[src/rtl/noc_port_arbiter.sv]
// Round-robin arbiter sharing one mesh output link; one-entry registered output, 1-cycle accept->out_valid.
// Backpressure: while out_valid && !out_ready the flit is held and req_ready stays low.

package parameters;
  localparam int NUM_PORTS = 5;
endpackage

package types;
  typedef enum logic [2:0] {
    CTRL_DATA   = 3'd0,
    CTRL_CONFIG = 3'd1,
    CTRL_READ   = 3'd2,
    CTRL_WRITE  = 3'd3,
    CTRL_ACK    = 3'd4,
    CTRL_NACK   = 3'd5,
    CTRL_IRQ    = 3'd6,
    CTRL_RSVD   = 3'd7
  } ctrl_t;

  typedef struct packed {
    logic [3:0] x;
    logic [3:0] y;
    logic [3:0] z;
  } addr_t;

  typedef struct packed {
    ctrl_t       ctrl;
    addr_t       addr;
    logic [39:0] data;
  } pkt_t;
endpackage

module noc_port_arbiter #(
  parameter int N_REQ = parameters::NUM_PORTS,
  parameter int PKT_W = $bits(types::pkt_t),
  parameter int CNT_W = 16
) (
  input  logic                     clk,
  input  logic                     rst_n,
  input  logic [N_REQ-1:0]         req_valid,
  input  logic [N_REQ*PKT_W-1:0]   req_pkt,
  output logic [N_REQ-1:0]         req_ready,
  output logic                     out_valid,
  output logic [PKT_W-1:0]         out_pkt,
  input  logic                     out_ready,
  output logic [$clog2(N_REQ)-1:0] last_grant,
  output logic [CNT_W-1:0]         fwd_count
);

  localparam int IDX_W = $clog2(N_REQ);

  logic             can_load;
  logic             any_req;
  logic             grant_en;
  logic             drain;
  logic [IDX_W-1:0] winner;

  assign can_load = !out_valid || out_ready;
  assign any_req  = |req_valid;
  assign drain    = out_valid && out_ready;
  // rst_n gating keeps req_ready low for the whole reset window, not just after the first edge.
  assign grant_en = any_req && can_load && rst_n;

  always_comb begin
    int  idx;
    logic found;
    winner = '0;
    found  = 1'b0;
    for (int k = 1; k <= N_REQ; k++) begin
      idx = (int'(last_grant) + k) % N_REQ;
      if (!found && req_valid[IDX_W'(idx)]) begin
        winner = IDX_W'(idx);
        found  = 1'b1;
      end
    end
  end

  always_comb begin
    req_ready = '0;
    for (int i = 0; i < N_REQ; i++) begin
      req_ready[i] = grant_en && (winner == IDX_W'(i));
    end
  end

  always_ff @(posedge clk or negedge rst_n) begin
    if (!rst_n) begin
      out_valid  <= 1'b0;
      out_pkt    <= '0;
      last_grant <= IDX_W'(N_REQ - 1);
    end else if (grant_en) begin
      out_valid  <= 1'b1;
      out_pkt    <= req_pkt[winner*PKT_W +: PKT_W];
      last_grant <= winner;
    end else if (drain) begin
      out_valid  <= 1'b0;
    end
  end

  always_ff @(posedge clk or negedge rst_n) begin
    if (!rst_n) begin
      fwd_count <= '0;
    end else if (drain && (fwd_count != {CNT_W{1'b1}})) begin
      fwd_count <= fwd_count + CNT_W'(1);
    end
  end

endmodule

[config.mk]
export PLATFORM = sky130hd
export DESIGN_NAME = noc_port_arbiter
export DESIGN_NICKNAME = d
export VERILOG_FILES = /design/src/rtl/noc_port_arbiter.sv
export SDC_FILE = /design/constraint.sdc
export NUM_CORES = 1
export LEC_CHECK = 0
export BUFFER_PORTS_ARGS = -buffer_cell sky130_fd_sc_hd__clkbuf_2
export CAP_MARGIN = 20
export CORE_AREA = 8 8 136 138
export DETAILED_ROUTE_END_ITERATION = 8
export DIE_AREA = 0 0 144 146
export PLACE_DENSITY = 0.75
export SLEW_MARGIN = 15
export SYNTH_ARGS = -nofsm -noshare
export SYNTH_HDL_FRONTEND = slang
export SYNTH_SLANG_ARGS = --single-unit
[constraint.sdc]
create_clock -name clk -period 9.7 [get_ports clk]
set_input_delay 1.455 -clock clk [delete_from_list [all_inputs] [get_ports clk]]
set_output_delay 1.455 -clock clk [all_outputs]
set_load 0.01 [all_outputs]
After elaboration in Yosys (flattened, before gate mapping)

Cells that the tools add are included.
Widths: inputs -> output; s select.

Add/sub/neg operators: 6
Multiply operators: 1
Divide/modulo/power cells: 5
Order comparisons: 5
Eq/ne operators: 5
Shifts and indexed selects: 1
Muxes and demuxes: 26
Bitwise operators: 0
Reductions and logical operators: 22

Operator list:

| cell                  | count |
|---|---|
| $shiftx 275x10->55    | 1 |
| $mod 32x4->32 const B | 5 |
| $lt 3x5->1 const B    | 5 |
| $add 16x1->16 const B | 1 |
| $mux 1                | 16 |
| $ne 16x16->1 const B  | 1 |
| $bmux 1 s3            | 5 |
| $mux 3                | 5 |
| $logic_and 1x1->1     | 13 |
| $mul 3x6->9 const B   | 1 |
| $add 3x2->4 const B   | 2 |
| $add 3x3->4 const B   | 2 |
| $eq 3x2->1 const B    | 2 |
| $logic_not 1->1       | 5 |
| $reduce_or 5->1       | 1 |
| $add 3x1->4 const B   | 1 |
| $eq 3x1->1 const B    | 1 |
| $eq 3x3->1 const B    | 1 |
| $logic_not 3->1       | 1 |
| $reduce_bool 2->1     | 1 |
| $logic_or 1x1->1      | 1 |

Flip-flop bits (word level): 75
Latch bits: 0
RAM bits: 0
Bits in read-only memories: 0
Input port bits: 283
Output and inout port bits: 80
Memories kept: 0

Longest topological paths before layout

Depth in word-level cells: 20
Depth in mapped cells: 22
Gate-level depth less buffers: 18

Least setup slack after synthesis

Ideal clock, no wire load.

Path type: register to output
Start: reg last_grant[0]
End: out req_ready[3]
Arrival: 4.709 ns
Slack: 3.536 ns
Cell stages (with the launch flop): 21
Path through: dfrtp_1 > buf_2 > inv_1 > clkbuf_1 > ha_1 > buf_2 > buf_2 > o211ai_1 > and2_1 > ha_1 > or4_1 > a21oi_1 > a211o_1 > mux2i_1 > nor2_1 > and3_1 > o21ai_2 > nand2_4 > buf_6 > buf_6 > nor3_1

Word-level cells in the longest chain between the ends: 20
Elaborated cells on any way between the ends: 44
Those cells by class: 5 x add/sub; 5 x div; 1 x eq/ne; 24 x mux; 9 x reduce/logical

Ends and longest elaborated chain:

| element                                   | RTL line | text |
|---|---|---|
| start, declared                           | 46       | `output logic [$clog2(N_REQ)-1:0] last_grant,` |
| start signal, assigned                    | 89       | `last_grant <= IDX_W'(N_REQ - 1);` |
| start signal, assigned                    | 93       | `last_grant <= winner;` |
| $add 3x1->4                               | 70       | `idx = (int'(last_grant) + k) % N_REQ;` |
| $mod 32x4->32                             | 70       |  |
| $bmux 1 s3                                | 71       | `if (!found && req_valid[IDX_W'(idx)]) begin` |
| $mux 1 (not written as such) (2 in a row) | 71       |  |
| $mux 1                                    | 71       |  |
| $logic_not 1->1                           | 71       |  |
| $logic_and 1x1->1                         | 71       |  |
| $mux 1                                    | 71       |  |
| [... 3 more ...]                          | -        |  |
| $logic_not 1->1                           | 71       |  |
| $logic_and 1x1->1                         | 71       |  |
| $mux 1                                    | 71       |  |
| $logic_not 1->1                           | 71       |  |
| $logic_and 1x1->1                         | 71       |  |
| $mux 3 *                                  | 71       |  |
| $eq 3x2->1 *                              | 81       | `req_ready[i] = grant_en && (winner == IDX_W'(i));` |
| $logic_and 1x1->1 *                       | 81       |  |
| end, declared                             | 42       | `output logic [N_REQ-1:0] req_ready,` |

Every way passes the cells marked *; elsewhere a longest branch is shown, timed or not. The select of a mux whose other input is x is not followed.

Worst setup path after layout

Ends and elaborated chain as after synthesis.

==> metrics.cfg <==
[detailed_routing]
vias_per_cell = 5.783
drt-wirelength-per-cell_um = 20.93
drt_wl_total_um = 29140
drtPass1Iterations = 5
ant_nets = 0
drc = 0
drt_iter0_drc = 612
vias = 8050

[die]
start_util_pct = 44.31
die_y_um = 146
io_pins = 363
core_mm2 = 0.01629
die_area_mm2 = 0.02102
rows = 47
die_w_um = 144

[global_routing]
antenna_found_initial = 4
track_usage_pct = 27.09
grt_max_degree = 112
grt_pass1_wl_um = 44430
grt_remaining_overflow = 0
grt_pass1_vias = 7877

[clocking]
clk_pin_slew_ns = 0.06
cts_buffers = 9
htree_num_levels = 3
insertion_delay_ns = 0.33
clockBufferDepth = 2
cts_tree = done
root_buffer = clkbuf_16
cts_resized = 0
cts_hold_buffers = 0
post_cts_buffers = 0
clock_sinks = 75

[sta]
slew-limit-headroom_pct = 30.23
setup_viol = 0
clock_skew_ns = 0.004588
fin_tns_setup_ns = 0
fmax_mhz = 119.1
rsz0062_at_grt = no
hold_viol_final = 0
min_period_ns = 8.393
tightest_slew_ns = 1.047
slew_viol_final = 0
period_share_pct = 86.53

[critical_path]
arrival_ns = 6.94
reg2reg_to = out_pkt[0]
critPathMaxFanout = 59
rrSetupSlack_ns = 2.72
critPathRequiredTime_ns = 8.25
cpPeakStageDelay_ns = 0.94
cp-end-kind = output pin
critPathLaunchType = flip-flop
timing.rr.start = last_grant[0]
r2r_cells = 17
critPathKind = flip-flop to output pin
path_cells = inv_1 > ha_1 > ha_1 > nor4b_2 > nor4_1 > nor2_1 > ha_1 > nand2b_1 > a31oi_2 > mux2i_1 > a211oi_2 > or3b_1 > nand4_1 > nand2b_4 > nand2_4 > nor3_1 > clkbuf_2
crit_slowest_cell = ha_1
crit_top_cell = ha_1

[synthesis]
synthCells = 859
ys_seq_area_share_pct = 26.02
dominantRegCellSynth = dfrtp_1
synth_seq_cells = 75
syn_avg_cell_area_um2 = 8.403
yosysMostFrequentCell = and3_1
synth_edf_count = 0
netlist.area_leader.share_pct = 25.65
syn-num-nets = 1170
netlist_area_mm2 = 0.007218
synth_area_leaders = dfrtp_1, and3_1, mux2i_1, o211ai_1, a21oi_1
yosysTopAreaCell = dfrtp_1
yosys-top-cells-count = and3_1, dfrtp_1, a21oi_1, mux2i_1, o211ai_1
async_reset_ff_share_pct = 100.0
synth_cell_type_count = 83
yosys_warnings = 0

[cells_and_area]
seq_area_mm2 = 0.001878
nFillCells = 1535
fin_nets = 1474
utilization_pct = 57.55
multiInputGateArea_mm2 = 0.004908
layout-drive-gt1-share_pct = 35.53
syn_to_final_growth_pct = 29.87

[status]
status = complete, no violations

[hold_path]
hp-class = flip-flop to flip-flop
min_from = fwd_count[11]
hold_path_depth = 1
whs_endpoint = fwd_count[11]

[placed_design]
routabilityCongestion = 0.9384
hpwl_um = 22560
placement.io_buffers = 362

[flow_run]
cap_violations = 0

-- through the flow --
stage | std cells | hold WS, ns | setup slack [ns] | cell area, um2
finish | 1392 | 0.5056 | 1.307 | 9374
global route | 1392 | 0.5314 | 0.6963 | 9374
CTS | 1387 | 0.5052 | 1.363 | 9336
detailed placement | 1371 | 0.4914 | 1.720 | 9007
global placement | 1371 | 0.4871 | 1.949 | 9007
floorplan | 859 | 0.5150 | 3.536 | 7218
-- placed cells by master, fill, tap and decap left out, types with 9 or more instances in the layout --
cell type,count
dfrtp_1,74
clkbuf_16,9
mux2i_1,67
inv_1,17
and3_1,113
o211ai_1,60
nor2b_1,9
a21oi_1,68
a21boi_0,26
nor2_1,22
nand2_1,36
clkbuf_2,361
o21ai_1,58
ha_1,27
a21boi_1,32
nand4_1,9
buf_4,9
xnor2_1,16
o21ai_0,10
-- per-layer routing --
metal  wire length [um]  up-vias  track usage (%)
li1                   -     3834                -
met1              11670     3804            33.54
met2              14620      361            44.46
met3               2086       51            6.594
met4                767        0            9.784
met5                  0        -                0
-- how the worst max path moves through the flow --
| stage | start | to | slack (ns) | cells after the start |
|---|---|---|---|---|
| floorplan | last_grant[0] | req_ready[3] | 3.54 | 20 |
| detailed placement | last_grant[0] | req_ready[2] | 1.72 | 17 |
| CTS | last_grant[0] | req_ready[2] | 1.36 | 17 |
| finish | last_grant[0] | req_ready[3] | 1.31 | 17 |
| global route | last_grant[0] | req_ready[3] | 0.70 | 17 |
| global placement | last_grant[0] | req_ready[2] | 1.95 | 17 |
-- sequential cells by signal (all words and copies together), names as in the netlist --
name        count
out_pkt        55
last_grant      3
fwd_count      16
out_valid       1
-- area by class of cell --
type                    instances  share of cell area [%]
multi-input cells             687                   52.36
repair buffers                371                   20.29
flip-flops and latches         75                   20.03
well taps                     220                   2.936
clock buffers                  12                   2.736
clock inverters                 4                  0.7742
inverters                      19                  0.7608
diodes                          4                  0.1068
-- logic make-up after synthesis --
kind of cell	count (synthesis)	synth area share, %
flops	75	26.02
xor+xnor	24	3.224
mux	69	9.759
buf+inv	97	6.483
simple gates	250	20.30
fa+ha+maj	28	4.957
compound gates	316	29.26
-- worst max-delay path, delay by kind of cell (launching register included) --
family | cells | cell delay, ns
AOI/OAI and AO/OA | 2 | 0.46
adders and majority gates | 3 | 1.59
buffers and inverters | 2 | 0.65
and+or+nand+nor | 9 | 2.91
muxes | 1 | 0.26
DFF | 1 | 0.70
Power is not shown: default switching activity piles up to over one toggle a cycle in this logic, so the estimate is an artifact.
